==> src/rtl/spi_dac_stream.sv <==
// Streaming driver for AD5543-class serial DACs: accepts samples on a valid/ready
// handshake and shifts each one MSB-first to the selected channel's chip select.
module spi_dac_stream #(
    parameter int DW        = 16,
    parameter int CHN       = 2,
    parameter int CLK_DIV   = 2,
    parameter int FRAME_GAP = 4,
    parameter int CW        = (CHN > 1) ? $clog2(CHN) : 1
) (
    input  logic           aclk,
    input  logic           areset_n,
    input  logic           en,
    input  logic           s_valid,
    output logic           s_ready,
    input  logic [DW-1:0]  s_data,
    input  logic [CW-1:0]  s_chan,
    output logic           sclk,
    output logic           sdi,
    output logic [CHN-1:0] cs_n,
    output logic           done,
    output logic           err
);
    localparam int DIV_W = (CLK_DIV > 1) ? $clog2(CLK_DIV) : 1;
    localparam int BIT_W = $clog2(DW);
    localparam int GAP_W = (FRAME_GAP > 1) ? $clog2(FRAME_GAP) : 1;

    localparam logic [DIV_W-1:0] DIV_MAX = DIV_W'(CLK_DIV - 1);
    localparam logic [BIT_W-1:0] BIT_MAX = BIT_W'(DW - 1);
    localparam logic [GAP_W-1:0] GAP_MAX = GAP_W'(FRAME_GAP - 1);

    localparam logic [1:0] ST_IDLE  = 2'd0;
    localparam logic [1:0] ST_SHIFT = 2'd1;
    localparam logic [1:0] ST_HOLD  = 2'd2;
    localparam logic [1:0] ST_GAP   = 2'd3;

    logic [1:0]       state;
    logic [DIV_W-1:0] div_cnt;
    logic [BIT_W-1:0] bit_cnt;
    logic [GAP_W-1:0] gap_cnt;
    logic [DW-1:0]    shreg;
    logic             rdy_q;
    logic             chan_legal;
    logic [CHN-1:0]   chan_sel;

    assign s_ready = rdy_q & en;

    // With a single channel the index is ignored and every sample goes to cs_n[0].
    always_comb begin
        chan_sel = '0;
        for (int i = 0; i < CHN; i++) begin
            chan_sel[i] = (CHN == 1) || (int'(s_chan) == i);
        end
        chan_legal = (CHN == 1) || (int'(s_chan) < CHN);
    end

    // done/err are pulses, so a frozen cycle drops them rather than stretching them.
    always_ff @(posedge aclk) begin
        if (!areset_n) begin
            state   <= ST_IDLE;
            rdy_q   <= 1'b0;
            sclk    <= 1'b0;
            sdi     <= 1'b0;
            cs_n    <= '1;
            done    <= 1'b0;
            err     <= 1'b0;
            div_cnt <= '0;
            bit_cnt <= '0;
            gap_cnt <= '0;
            shreg   <= '0;
        end else if (!en) begin
            done <= 1'b0;
            err  <= 1'b0;
        end else begin
            done <= 1'b0;
            err  <= 1'b0;
            case (state)
                ST_IDLE: begin
                    if (s_valid && rdy_q) begin
                        rdy_q   <= 1'b0;
                        shreg   <= s_data;
                        div_cnt <= '0;
                        bit_cnt <= '0;
                        gap_cnt <= '0;
                        if (chan_legal) begin
                            state <= ST_SHIFT;
                            cs_n  <= ~chan_sel;
                            sdi   <= s_data[DW-1];
                        end else begin
                            state <= ST_GAP;
                            err   <= 1'b1;
                        end
                    end else begin
                        rdy_q <= 1'b1;
                    end
                end

                // The next bit is presented on the falling sclk edge, keeping sdi stable while sclk is high.
                ST_SHIFT: begin
                    if (div_cnt == DIV_MAX) begin
                        div_cnt <= '0;
                        sclk    <= ~sclk;
                        if (sclk) begin
                            if (bit_cnt == BIT_MAX) begin
                                state <= ST_HOLD;
                                sdi   <= 1'b0;
                            end else begin
                                bit_cnt <= bit_cnt + 1'b1;
                                sdi     <= shreg[DW-2];
                                shreg   <= shreg << 1;
                            end
                        end
                    end else begin
                        div_cnt <= div_cnt + 1'b1;
                    end
                end

                ST_HOLD: begin
                    if (div_cnt == DIV_MAX) begin
                        div_cnt <= '0;
                        cs_n    <= '1;
                        done    <= 1'b1;
                        gap_cnt <= '0;
                        state   <= ST_GAP;
                    end else begin
                        div_cnt <= div_cnt + 1'b1;
                    end
                end

                default: begin
                    if (gap_cnt == GAP_MAX) begin
                        state <= ST_IDLE;
                        rdy_q <= 1'b1;
                    end else begin
                        gap_cnt <= gap_cnt + 1'b1;
                    end
                end
            endcase
        end
    end

endmodule

==> config.mk <==
export PLATFORM = sky130hd
export DESIGN_NAME = spi_dac_stream
export DESIGN_NICKNAME = d
export VERILOG_FILES = /design/src/rtl/spi_dac_stream.sv
export SDC_FILE = /design/constraint.sdc
export NUM_CORES = 1
export LEC_CHECK = 0
export ABC_CLOCK_PERIOD_IN_PS = 3450
export CAP_MARGIN = 20
export CORE_ASPECT_RATIO = 1.25
export CORE_MARGIN = 2
export CORE_UTILIZATION = 46
export DETAILED_ROUTE_END_ITERATION = 8
export PLACE_DENSITY = 0.81
export SLEW_MARGIN = 40
export SYNTH_ARGS = -nofsm -noshare
export SYNTH_HDL_FRONTEND = slang
export SYNTH_SLANG_ARGS = --single-unit
==> constraint.sdc <==
create_clock -name aclk -period 3.45 [get_ports aclk]
set_input_delay 0.345 -clock aclk [delete_from_list [all_inputs] [get_ports aclk]]
set_output_delay 0.345 -clock aclk [all_outputs]
set_load 0.01 [all_outputs]
Yosys cells after proc, flatten, opt, wreduce, memory -nomap -nowiden
Cells that the tools add are included.
Storage, ports and cells
  output and inout port bits: 7
  input bits: 21
  logic and storage cells: 82
  register bits after elaboration: 30
Cells by class
  reductions and logical operators: 17
  add/subtract/negate cells: 3
  mux-type cells: 35
  bitwise operators: 6
  equal/unequal tests: 11
Operator list (count)
  15-bit 2-to-1 mux: 4
  15-bit case mux with 2 select lines: 1
  2-bit 2-to-1 mux: 10
  4-bit 2-to-1 mux: 4
  2-bit inequality test, second input constant: 6
  2-bit case mux with 3 select lines: 2
  3-bit AND reduction: 4
  5-bit AND reduction: 2
  1-bit 2-to-1 mux: 9
  4-bit case mux with 2 select lines: 1
  2-bit nonzero test: 4
  7-bit AND reduction: 1
  1-bit case mux with 2 select lines: 3
  6-bit AND reduction: 1
  4-bit by 1-bit adder with 4-bit output, second input constant: 1
  2-bit equality test, second input constant: 2
  4-bit equality test, second input constant: 1
  1-bit NOT: 4
  2-bit case mux with 2 select lines: 1
  4-bit AND reduction: 1
  4-bit nonzero test: 1
  3-bit by 1-bit inequality test with 1-bit output, second input constant: 1
  2-bit by 1-bit adder with 2-bit output, second input constant: 1
  2-bit by 1-bit equality test with 1-bit output, second input constant: 1
  other kinds (6): 6

Depth between registers and ports, before layout
  depth after elaboration: 5
  gate-level depth with buffers: 9
  depth with buffers taken out: 6

Worst setup path before layout
Ideal clock, no wire load.
  path kind: register -> register
  start: register state[1]
  end: register gap_cnt[0]
  required time: 3377 ps
  cell stages (with the launch flop): 7
  slack: 1579 ps
  data arrival time: 1798 ps
  path buffers: 0
  path through: dfxtp_1 -> inv_1 -> ha_1 -> a21bo_4 -> nand3_1 -> or4b_2 -> a21oi_1
Between the ends
  longest elaborated chain between the ends: 3
  elaborated cells between the ends (all ways): 9
Ends and longest elaborated chain
  from (decl): line 36  | logic [1:0] state;
  from (signal assigned): line 59  | state <= ST_IDLE;
  from (signal assigned): line 85  | state <= ST_SHIFT;
  from (signal assigned): line 89  | state <= ST_GAP;
  2-bit equality test (tied with other cells): line 76  | case (state)
  3-bit by 1-bit inequality test with 1-bit output (no line) (tied with other cells)
  5-bit AND reduction (no line)
  to (signal assigned): line 134  | gap_cnt <= gap_cnt + 1'b1;
  to (decl): line 39  | logic [GAP_W-1:0] gap_cnt;
Several ways; a longest one is shown, not always the timed one.
A chain may end at the register's enable or synchronous reset.

Worst setup path after layout
Ends and elaborated chain as after synthesis.

==> flow_summary_export.csv <==
group,metric,value,unit
grt,grt_usage,18.0,%
sta,fin_tns_setup,0,ns
grt,first_global_vias,1274,
worst_setup_path,worstRegToRegCells,6,
power_and_ir_drop,p_seq_share,40.5,%
final_layout,syn2layout_area_growth,21.6,%
final_layout,nets,222,
place,place_inst,225,
routing,avgRoutedWirePerCell,14.4,µm
worst_setup_path,cpMaxStageDelayCell,"or4b_2",
floorplan,ios,28,
routing,drc,0,
worst_setup_path,cp_cell_sequence,"inv_1 > ha_1 > a21bo_4 > nand3_1 > or4b_2 > a21oi_1",
final_layout,final_cell_mix,"dfxtp_1 (30), clkdlybuf4s50_1 (26), mux2i_1 (20), a21oi_1 (18), nand2_1 (11)",
final_layout,fin_util,57.6,%
worst_setup_path,required,3.66,ns
final_layout,finalInstanceArea,1990,µm²
synth,avgSynthCellArea,9.57,µm²
sta,hold_viol,0,
synth,synth_edf_count,0,
outcome,status,"completed",
worst_setup_path,r2r_start,"state[1]$_SDFFE_PN0P_",
floorplan,initial_utilization,47.4,%
routing,wl_met1,1480,µm
synth,ys_seq_area_share,36.7,%
power_and_ir_drop,power.share.clock,33.9,%
sta,max_freq,460,MHz
routing,wl_met3,140,µm
min_path,hp-class,"flop to flop",
clock_tree,cts-resized-gates,0,
sta,max_slew_margin,60.4,%
floorplan,coreArea,3450,µm²
power_and_ir_drop,swShare,29.2,%
worst_setup_path,crit_end,"gap_cnt[0]$_SDFFE_PN0P_",
grt,grt_overflow,0,
synth,synthFlopType,"dfxtp_1",
place,dp_hpwl,2350,µm
grt,antenna_found_initial,0,
worst_setup_path,critPathLaunch,"state[1]$_SDFFE_PN0P_",
power_and_ir_drop,leakagePower,0.692,nW
floorplan,die_area,4050,µm²
synth,yosys.area_share.simple,16.2,%
power_and_ir_drop,power,0.981,mW
clock_tree,cts_buffers,5,
routing,ant_nets,0,
power_and_ir_drop,intPower,0.695,mW
sta,tightest_slew,0.593,ns
synth,synth_xor_area_share,0.535,%
place,preCtsSetupSlack,1.32,ns
power_and_ir_drop,power_density,493,nW/µm²
clock_tree,cts_tree,"built",
sta,slew_violations,0,
synth,synthAdderAreaFrac,6.12,%
final_layout,final_common_cell,"dfxtp_1",
sta,period_share,63.0,%
worst_setup_path,cp-start-kind,"flop",
floorplan,die_w,57.4,µm
place,place.port_buffers,26,
worst_setup_path,r2r_slack,1.28,ns
worst_setup_path,cp_slowest_stage_delay,0.67,ns
synth,syn-num-nets,200,
final_layout,fill_cells,298,
power_and_ir_drop,p_comb_share,25.6,%
run,cap_violations,0,
worst_setup_path,cp-end-kind,"flop",
sta,final.setup_skew,0.00589,ns
sta,setup_ws,1.28,ns
power_and_ir_drop,switchingPower,0.286,mW
clock_tree,postCtsSetupBuffers,0,
synth,synth_mux_area_share,12.9,%
clock_tree,root_buffer,"clkbuf_8",
worst_setup_path,path_max_fanout,7,
routing,wl_met2,1650,µm
floorplan,die_h,70.7,µm
synth,synth_cells,171,
sta,post-route-min-period,2.17,ns
synth,yosys_warnings,0,
floorplan,rows,24,
grt,grt_pass1_wl,5700,µm
synth,synth_cell_types,41,
synth,syn_area,1640,µm²
routing,drt-pass1-iter-count,4,
routing,routed_wl,3360,µm
synth,synthArstFlopShare,0,%
sta,setup_viol,0,
routing,vias_per_cell,5.73,
worst_setup_path,r2r_end,"gap_cnt[0]$_SDFFE_PN0P_",
clock_tree,clk_pin_slew,0.06,ns
worst_setup_path,path_class,"flop to flop",
clock_tree,cts_buffer_depth,2,
sta,rsz0062_at_grt,"no",
clock_tree,clk_latency,0.28,ns
routing,highest_layer,"met4",
place,globalplace.congestion,0.865,
clock_tree,htree_levels,2,
clock_tree,hold_buffers,0,
final_layout,final_cell_count_no_fill,233,
routing,drt_iter0_drc,41,
sta,hold_ws,0.465,ns
power_and_ir_drop,ir_worst_vdd,0.323,mV
final_layout,drive_gt1_share,14.4,%
synth,synth_top_family_by_area,"compound AO/OA/AOI/OAI gates",
final_layout,antenna_cells,0,
worst_setup_path,arrival,2.38,ns
routing,num_vias,1334,
place,placed_area,1880,µm²
grt,grt_max_degree,24,
synth,synth_compound_area_share,21.8,%
synth,synth_seq_cells,30,
clock_tree,cts.sinks,30,
layout make-up:
type | instances | area (µm²) | share of cell area (%)
inverters | 4 | 15.0 | 0.754
multi-input cells | 125 | 948 | 47.6
clock buffers | 8 | 110 | 5.53
well taps | 39 | 48.8 | 2.45
repair buffers | 27 | 268 | 13.5
flip-flops and latches | 30 | 601 | 30.2
Yosys cell counts (2+ instances only):
cell type   n  area share [%]
dfxtp_1    30              37
mux2i_1    20              12
a21oi_1    18             5.5
nand2_1    11             2.5
a211oi_2   10             7.6
ha_1        8             6.1
clkbuf_1    7             1.6
nand3_1     7             2.1
o21ai_0     6             1.8
nor2_1      5             1.1
a211oi_1    4             1.8
inv_1       4            0.92
nor2b_1     4             1.5
nand3b_1    3             1.4
and2_4      2             1.1
buf_6       2             1.4
nand2b_1    2            0.76
nor3b_1     2            0.92
or2_2       2            0.76
or3_1       2            0.76
or4b_2      2             1.2
sequential cells by signal, indices dropped and copies added (netlist names):
| name | cells |
|---|---|
| shreg | 15 |
| bit_cnt | 4 |
| cs_n | 2 |
| gap_cnt | 2 |
| state | 2 |
| div_cnt | 1 |
| done | 1 |
| rdy_q | 1 |
| sclk | 1 |
| sdi | 1 |
per-layer routing:
layer | up-vias | global-route usage (%)
li1 | 673 | -
met1 | 620 | 22.1
met2 | 31 | 28.0
met3 | 10 | 6.40
met4 | 0 | 8.01
met5 | - | 0
kinds of logic after synthesis:
| group | count (synthesis) |
|---|---|
| and+or+nand+nor | 47 |
| xor gates and xnor gates | 1 |
| other | 1 |
| AOI/OAI and AO/OA | 47 |
| adders and majority gates | 8 |
| muxes | 21 |
| buffers and inverters | 16 |
| DFF | 30 |
worst max-delay path, delay by kind of cell, from the launching register on:
kind	cells	cell delay, ns
AND/OR/NAND/NOR	2	0.85
flip-flops	1	0.43
adder cells (fa/ha/maj)	1	0.29
buffers and inverters	1	0.12
AO/OA/AOI/OAI	2	0.40
power groups by stage:
| stage | clock (mW) | sequential, mW | combinational (mW) |
|---|---|---|---|
| 3_5_place_dp | 0 | 0.404 | 0.250 |
| 5_1_grt | 0.354 | 0.401 | 0.275 |
| 6_report | 0.332 | 0.397 | 0.251 |
| 3_3_place_gp | 0 | 0.403 | 0.246 |
| 2_1_floorplan | 0 | 0.401 | 0.195 |
| 4_1_cts | 0.334 | 0.397 | 0.252 |
how the worst min path moves through the flow:
stage | startpoint | end | slack [ns] | cells after the start
2_1_floorplan | shreg[0]$_SDFFE_PN0P_ | shreg[0]$_SDFFE_PN0P_ | 0.43 | 2
5_1_grt | shreg[0]$_SDFFE_PN0P_ | shreg[0]$_SDFFE_PN0P_ | 0.50 | 2
3_3_place_gp | shreg[0]$_SDFFE_PN0P_ | shreg[0]$_SDFFE_PN0P_ | 0.44 | 2
3_5_place_dp | shreg[0]$_SDFFE_PN0P_ | shreg[0]$_SDFFE_PN0P_ | 0.46 | 2
4_1_cts | shreg[0]$_SDFFE_PN0P_ | shreg[0]$_SDFFE_PN0P_ | 0.46 | 2
6_report | shreg[0]$_SDFFE_PN0P_ | shreg[0]$_SDFFE_PN0P_ | 0.47 | 2
Note: power is estimated with default switching activity, not from simulation.
